==> config.mk <==
export PLATFORM = sky130hd
export DESIGN_NAME = source_streamer
export DESIGN_NICKNAME = d
export VERILOG_FILES = /design/src/rtl/source_streamer_pkg.sv /design/src/rtl/char_normalizer.sv /design/src/rtl/source_streamer.sv
export SDC_FILE = /design/constraint.sdc
export NUM_CORES = 1
export LEC_CHECK = 0
export ABC_AREA = 1
export CAP_MARGIN = 20
export CORE_MARGIN = 1
export CORE_UTILIZATION = 47
export DETAILED_ROUTE_END_ITERATION = 16
export GPL_ROUTABILITY_DRIVEN = 0
export MAX_ROUTING_LAYER = met4
export PLACE_DENSITY = 0.71
export SLEW_MARGIN = 20
export SYNTH_ARGS = -nofsm -noshare
export SYNTH_HDL_FRONTEND = slang
export SYNTH_SLANG_ARGS = --single-unit
==> constraint.sdc <==
create_clock -name clk_in -period 6.5 [get_ports clk_in]
set_input_delay 1.95 -clock clk_in [delete_from_list [all_inputs] [get_ports clk_in]]
set_output_delay 1.95 -clock clk_in [all_outputs]
set_load 0.03 [all_outputs]
==> src/rtl/source_streamer_pkg.sv <==
// rtl/source_streamer_pkg.sv - shared assembler state and ASCII constants
package source_streamer_pkg;

  typedef enum logic [1:0] {
    IDLE                = 2'd0,
    PC_MAPPING          = 2'd1,
    INSTRUCTION_MAPPING = 2'd2,
    FINISHED            = 2'd3
  } assembler_state_t;

  localparam logic [7:0] ASCII_LF    = 8'h0A;
  localparam logic [7:0] ASCII_CR    = 8'h0D;
  localparam logic [7:0] ASCII_TAB   = 8'h09;
  localparam logic [7:0] ASCII_SPACE = 8'h20;
  localparam logic [7:0] ASCII_HASH  = 8'h23;
  localparam logic [7:0] ASCII_NUL   = 8'h00;

endpackage

==> src/rtl/char_normalizer.sv <==
// rtl/char_normalizer.sv - classifies one program text byte and normalises it
module char_normalizer
  import source_streamer_pkg::*;
(
  input  logic [7:0] raw_byte,
  input  logic       comment_mode,
  output logic       emit,
  output logic       drop,
  output logic       eol,
  output logic       eof,
  output logic       comment_start,
  output logic [7:0] norm_byte
);

  always_comb begin
    emit          = 1'b0;
    drop          = 1'b0;
    eol           = 1'b0;
    eof           = 1'b0;
    comment_start = 1'b0;
    norm_byte     = raw_byte;
    // Line and file terminators win over comment mode
    if (raw_byte == ASCII_NUL) begin
      eof = 1'b1;
    end else if (raw_byte == ASCII_LF) begin
      eol = 1'b1;
    end else if (comment_mode || raw_byte == ASCII_CR) begin
      drop = 1'b1;
    end else if (raw_byte == ASCII_HASH) begin
      drop          = 1'b1;
      comment_start = 1'b1;
    end else begin
      emit = 1'b1;
      if (raw_byte == ASCII_TAB) norm_byte = ASCII_SPACE;
    end
  end

endmodule

==> src/rtl/source_streamer.sv <==
// rtl/source_streamer.sv - replays program text from BRAM twice as paced line/character pulses
module source_streamer
  import source_streamer_pkg::*;
#(
  parameter int CHAR_PER_LINE = 64,
  parameter int NUMBER_LINES  = 256,
  parameter int BRAM_LATENCY  = 2,
  parameter int CHAR_GAP      = 4,
  localparam int ADDR_W = $clog2(CHAR_PER_LINE * NUMBER_LINES),
  localparam int LINE_W = $clog2(NUMBER_LINES),
  localparam int CHAR_W = $clog2(CHAR_PER_LINE)
) (
  input  logic              clk_in,
  input  logic              rst_in,
  input  logic              start_in,
  output logic [ADDR_W-1:0] text_addr,
  input  logic [7:0]        text_data,
  output logic              new_line,
  output logic              new_character,
  output logic [7:0]        incoming_character,
  output logic [LINE_W-1:0] line_count,
  output logic [CHAR_W-1:0] char_count,
  output assembler_state_t  assembler_state,
  input  logic              error_in,
  output logic              busy,
  output logic              done,
  output logic              error_flag,
  output logic [LINE_W-1:0] error_line
);

  localparam int GAP_W = $clog2(CHAR_GAP + 1);
  localparam int LAT_W = $clog2(BRAM_LATENCY + 1);
  localparam logic [ADDR_W-1:0] ADDR_LAST = ADDR_W'(CHAR_PER_LINE * NUMBER_LINES - 1);
  localparam logic [LINE_W-1:0] LINE_LAST = LINE_W'(NUMBER_LINES - 1);
  localparam logic [CHAR_W:0]   CHAR_FULL = (CHAR_W + 1)'(CHAR_PER_LINE);
  localparam logic [GAP_W-1:0]  GAP_FULL  = GAP_W'(CHAR_GAP);
  localparam logic [LAT_W-1:0]  LAT_LAST  = LAT_W'(BRAM_LATENCY - 1);

  typedef enum logic [3:0] {
    S_IDLE, S_LINE, S_FETCH, S_DECODE, S_EMIT, S_GAP, S_EOL, S_EOF, S_SWITCH, S_FINISH
  } state_t;

  state_t state, state_nx, ret_state, ret_nx;
  logic [CHAR_W:0]  chars;
  logic [GAP_W-1:0] gap_cnt;
  logic [LAT_W-1:0] lat_cnt;
  logic [7:0]       emit_byte, char_val, nz_byte;
  logic first_line, closing, comment_mode;
  logic gap_ok, fire_line, fire_char, addr_inc, ret_load, set_closing, overflow, abort;
  logic accept, restart;
  logic nz_emit, nz_drop, nz_eol, nz_eof, nz_comment;

  char_normalizer u_norm (
    .raw_byte      (text_data),
    .comment_mode  (comment_mode),
    .emit          (nz_emit),
    .drop          (nz_drop),
    .eol           (nz_eol),
    .eof           (nz_eof),
    .comment_start (nz_comment),
    .norm_byte     (nz_byte)
  );

  assign gap_ok  = (gap_cnt >= GAP_FULL);
  assign accept  = (state == S_IDLE) && start_in;
  assign restart = (state == S_SWITCH) && (state_nx == S_LINE);

  always_ff @(posedge clk_in or posedge rst_in) begin
    if (rst_in) state <= S_IDLE;
    else        state <= state_nx;
  end

  always_comb begin
    state_nx    = state;
    fire_line   = 1'b0;
    fire_char   = 1'b0;
    char_val    = ASCII_SPACE;
    addr_inc    = 1'b0;
    ret_load    = 1'b0;
    ret_nx      = S_FETCH;
    set_closing = 1'b0;
    overflow    = 1'b0;
    case (state)
      S_IDLE: if (start_in) state_nx = S_LINE;
      S_LINE: if (gap_ok) begin
        if (!first_line && line_count == LINE_LAST) overflow = 1'b1;
        else begin
          fire_line = 1'b1;
          state_nx  = closing ? S_SWITCH : S_FETCH;
        end
      end
      S_FETCH: if (lat_cnt == LAT_LAST) state_nx = S_DECODE;
      S_DECODE: begin
        if (nz_eof || text_addr == ADDR_LAST) state_nx = S_EOF;
        else if (nz_eol)                      state_nx = S_EOL;
        else if (nz_emit)                     state_nx = S_EMIT;
        else if (nz_drop) begin
          addr_inc = 1'b1;
          state_nx = S_FETCH;
        end
      end
      S_EMIT: if (gap_ok) begin
        if (chars == CHAR_FULL) overflow = 1'b1;
        else begin
          fire_char = 1'b1;
          char_val  = emit_byte;
          addr_inc  = 1'b1;
          ret_load  = 1'b1;
          state_nx  = S_GAP;
        end
      end
      S_GAP: if (gap_ok) state_nx = ret_state;
      // Line end: trailing delimiter only for lines that emitted something
      S_EOL, S_EOF: begin
        set_closing = (state == S_EOF);
        if (chars == '0) begin
          addr_inc = (state == S_EOL);
          state_nx = S_LINE;
        end else if (gap_ok) begin
          if (chars == CHAR_FULL) overflow = 1'b1;
          else begin
            fire_char = 1'b1;
            addr_inc  = (state == S_EOL);
            ret_load  = 1'b1;
            ret_nx    = S_LINE;
            state_nx  = S_GAP;
          end
        end
      end
      S_SWITCH: state_nx = (assembler_state == PC_MAPPING) ? S_LINE : S_FINISH;
      S_FINISH: state_nx = S_IDLE;
      default:  state_nx = S_IDLE;
    endcase
    abort = busy && (error_in || overflow);
    if (abort) begin
      fire_line = 1'b0;
      fire_char = 1'b0;
      addr_inc  = 1'b0;
      ret_load  = 1'b0;
      if (state != S_FINISH) state_nx = S_FINISH;
    end
  end

  always_ff @(posedge clk_in or posedge rst_in) begin
    if (rst_in) begin
      text_addr          <= '0;
      new_line           <= 1'b0;
      new_character      <= 1'b0;
      incoming_character <= '0;
      line_count         <= '0;
      char_count         <= '0;
      assembler_state    <= IDLE;
      busy               <= 1'b0;
      done               <= 1'b0;
      error_flag         <= 1'b0;
      error_line         <= '0;
      chars              <= '0;
      first_line         <= 1'b0;
      closing            <= 1'b0;
      comment_mode       <= 1'b0;
      emit_byte          <= '0;
      gap_cnt            <= '0;
      lat_cnt            <= '0;
      ret_state          <= S_FETCH;
    end else begin
      new_line      <= fire_line;
      new_character <= fire_char;
      done          <= 1'b0;
      lat_cnt       <= (state == S_FETCH) ? lat_cnt + LAT_W'(1) : '0;
      if (fire_line || fire_char) gap_cnt <= GAP_W'(1);
      else if (!gap_ok)           gap_cnt <= gap_cnt + GAP_W'(1);
      if (addr_inc)    text_addr <= text_addr + ADDR_W'(1);
      if (ret_load)    ret_state <= ret_nx;
      if (set_closing) closing   <= 1'b1;
      if (state == S_DECODE) begin
        emit_byte <= nz_byte;
        if (nz_comment) comment_mode <= 1'b1;
      end
      if (fire_char) begin
        incoming_character <= char_val;
        char_count         <= chars[CHAR_W-1:0];
        chars              <= chars + (CHAR_W + 1)'(1);
      end
      if (fire_line) begin
        line_count   <= first_line ? '0 : line_count + LINE_W'(1);
        first_line   <= 1'b0;
        char_count   <= '0;
        chars        <= '0;
        comment_mode <= 1'b0;
      end
      if (abort) begin
        error_flag <= 1'b1;
        error_line <= line_count;
      end
      if (state == S_FINISH) begin
        assembler_state <= FINISHED;
        busy            <= 1'b0;
        done            <= 1'b1;
      end
      if (restart) begin
        assembler_state <= INSTRUCTION_MAPPING;
        text_addr       <= '0;
        line_count      <= '0;
        char_count      <= '0;
        chars           <= '0;
        first_line      <= 1'b1;
        closing         <= 1'b0;
        comment_mode    <= 1'b0;
      end
      if (accept) begin
        assembler_state <= PC_MAPPING;
        busy            <= 1'b1;
        error_flag      <= 1'b0;
        text_addr       <= '0;
        line_count      <= '0;
        char_count      <= '0;
        chars           <= '0;
        first_line      <= 1'b1;
        closing         <= 1'b0;
        comment_mode    <= 1'b0;
        gap_cnt         <= GAP_FULL;
      end
    end
  end

endmodule

==> impl_metrics.ini <==
[run_status]
outcome = finished with violations
violations = design-rule violations

[drt]
vias = 3851
drt_pass1_iterations = 12
drc = 1
drt-wirelength-per-cell_um = 12.5
drtAntennaViolNets = 0
drt_iter0_markers = 280
vias_per_cell = 5.03
routed_wl_um = 9580

[yosys]
async_flop_share_pct = 100
synth_area_per_cell_um2 = 7.36
synth_common_cells = nand2_1, inv_1, nor2_1
synth_top_area_share_pct = 45.3
synth.area.top_cells = dfrtp_1, nand2_1, inv_1
synth_edf_count = 0
synthCells = 593
ys_ff_latch = 80
syn-num-nets = 612
synth.yosys.seq_area_share_pct = 45.9
synth_top_area_cell = dfrtp_1
synthFlopType = dfrtp_1
syn_area_um2 = 4360
synth_cell_types = 34
synth_most_common_cell = nand2_1
yosys_warnings = 0

[floorplanning]
fp-row-count = 34
die_x_um = 98.3
top_level_ports = 63
start_util_pct = 49.3
core_um2 = 8850
die_y_um = 98.3
die_area_um2 = 9670

[pwr]
p_clk_share_pct = 20.8
seq_power_share_pct = 41.3
peakVddDrop_v = 0.000265
p_int_uw = 955
power_leakage_uw = 0.00251
p_per_area_nw_per_um2 = 314
p_sw_uw = 680
switching_share_pct = 41.6
combPwrFrac_pct = 37.9

[clock_network]
clockBufferDepth = 2
insertion_delay_ns = 0.35
postCtsHoldBufs = 0
cts-root-buf = clkbuf_8
clk_pin_slew_ns = 0.09
cts_resized = 0
cts_setup_buffers = 0
cts_buffers = 9
htreeDepth = 3
cts_tree = done
clkSinkCount = 80

[worst_setup_path]
cp-start-kind = input pin
critPathCaptureType = flop
required_ns = 6.78
critPathKind = in2reg
worst-path-max-fanout = 18
crit_arrival_ns = 4.19

[grt]
grt_pass1_wl_um = 16500
grt_use_met2_pct = 35.3
grt_busiest_layer = met2
grt_overflow_total = 0
grt_util_all_layers_pct = 22.0
antenna_found_initial = 0
met1_usage_pct = 28.7
grt_max_degree = 51
grt_use_met3_pct = 3.29
grt_pass1_vias = 3598

[timing]
fin_skew_ns = 0.0104
setup_viol = 0
slew_violations = 0
rsz0062_at_grt = false
tns_ns = 0
maxSlewHeadroom_pct = 40.7
period_needed_ns = 3.91
period_share_pct = 60.2
tightest_slew_ns = 0.885
fmax_mhz = 255
hold_viol_final = 0

[cells_and_area]
area_growth_pct = 19.4
antenna_cells = 0
drive_above_1_share_pct = 7.14
design_area_um2 = 5210
nNetsFinal = 672

[worst_hold_path]
hp-class = reg2reg

[placement]
portBuffers = 62
place_area_um2 = 5030
dp_hpwl_um = 6710

[flow_run]
drv_cap = 0
-- path summary, 6_finish.rpt --
check / start / endpoint / slack (ns) / cells after the start
worst max-delay path: text_data[4] / text_addr[4] / 2.59 / 14
worst min-delay path: lat_cnt[0] / lat_cnt[0] / 0.44 / 1
worst max register to register: state[2] / text_addr[9] / 3.77 / 10
worst min register to register: lat_cnt[0] / lat_cnt[0] / 0.44 / 1
max in group asynchronous: rst_in / error_line[1] / 3.54 / 3
min in group asynchronous: rst_in / char_count[2] / 1.95 / 2
-- worst max-delay path, cell delays in order --
cell and delay, ns:
clkdlybuf4s50_1 0.43, inv_1 0.08, nand2_1 0.06, nor2_1 0.26
nand2_1 0.08, nor2_1 0.18, nor2_1 0.10, nand4_1 0.13
nand2_2 0.24, nand2_1 0.39, nand2_1 0.09, nand2_1 0.07
inv_1 0.04, nor2_1 0.10
-- cells in the final DEF (no fill, tap or decap), drive strengths merged --
cell,n
a21oi,8
a22o,2
a311oi,1
a31o,2
a31oi,2
buf,1
clkbuf,11
clkdlybuf4s50,62
clkinv,3
clkinvlp,2
dfrtp,79
dfstp,1
ha,7
inv,107
nand2,159
nand3,43
nand3b,2
nand4,9
nor2,89
nor3,9
nor4,1
o2111ai,1
o21ai,47
o22ai,1
o311ai,1
or2,2
xor2,6
-- state kept, by name, summed over array words and instances, names as in the netlist, 2 cells and up --
name                count
gap_cnt                 3
lat_cnt                 2
error_line              8
text_addr              14
ret_state               2
emit_byte               8
char_count              6
assembler_state         2
chars                   7
incoming_character      8
state                   4
line_count              8
-- power groups by stage --
stage | combinational, µW | sequential [µW] | clock [µW]
after floorplan | 375 | 758 | 0
after global placement | 611 | 681 | 0
after detailed placement | 620 | 684 | 0
after CTS | 624 | 674 | 349
after global routing | 695 | 689 | 367
final | 620 | 675 | 340
-- routing by layer --
metal / vias to the layer above / wire (µm)
met5: - / 0
met2: 85 / 4570
met1: 1797 / 4540
li1: 1957 / -
met3: 12 / 357
met4: 0 / 116
-- layout make-up --
type / instances / area (µm²)
inverter: 107 / 403
sequential: 80 / 2000
fill: 823 / 3640
multi-input combinational: 392 / 1860
clock inverter: 5 / 41.3
clock buffer: 11 / 141
timing repair buffer: 63 / 628
tap: 108 / 135
-- per-stage QoR --
stage	utilization [%]	hold slack [ns]	power [µW]	cells	setup WS [ns]
2_1_floorplan	-	0.410	1130	593	2.50
3_3_place_gp	56.8	0.421	1290	750	2.35
3_5_place_dp	56.8	0.434	1300	750	2.27
4_1_cts	58.9	0.447	1650	766	2.63
5_1_grt	58.9	0.475	1750	766	2.30
6_report	58.9	0.438	1630	766	2.59
-- cells by family after synthesis --
group / after synthesis / share of synthesized area, %
fa+ha+maj: 7 / 2.01
flops: 80 / 45.9
buf+inv: 121 / 11.5
simple gates: 314 / 31.2
compound gates: 65 / 8.14
xor+xnor: 6 / 1.20
(Power assumes the default switching activity.)
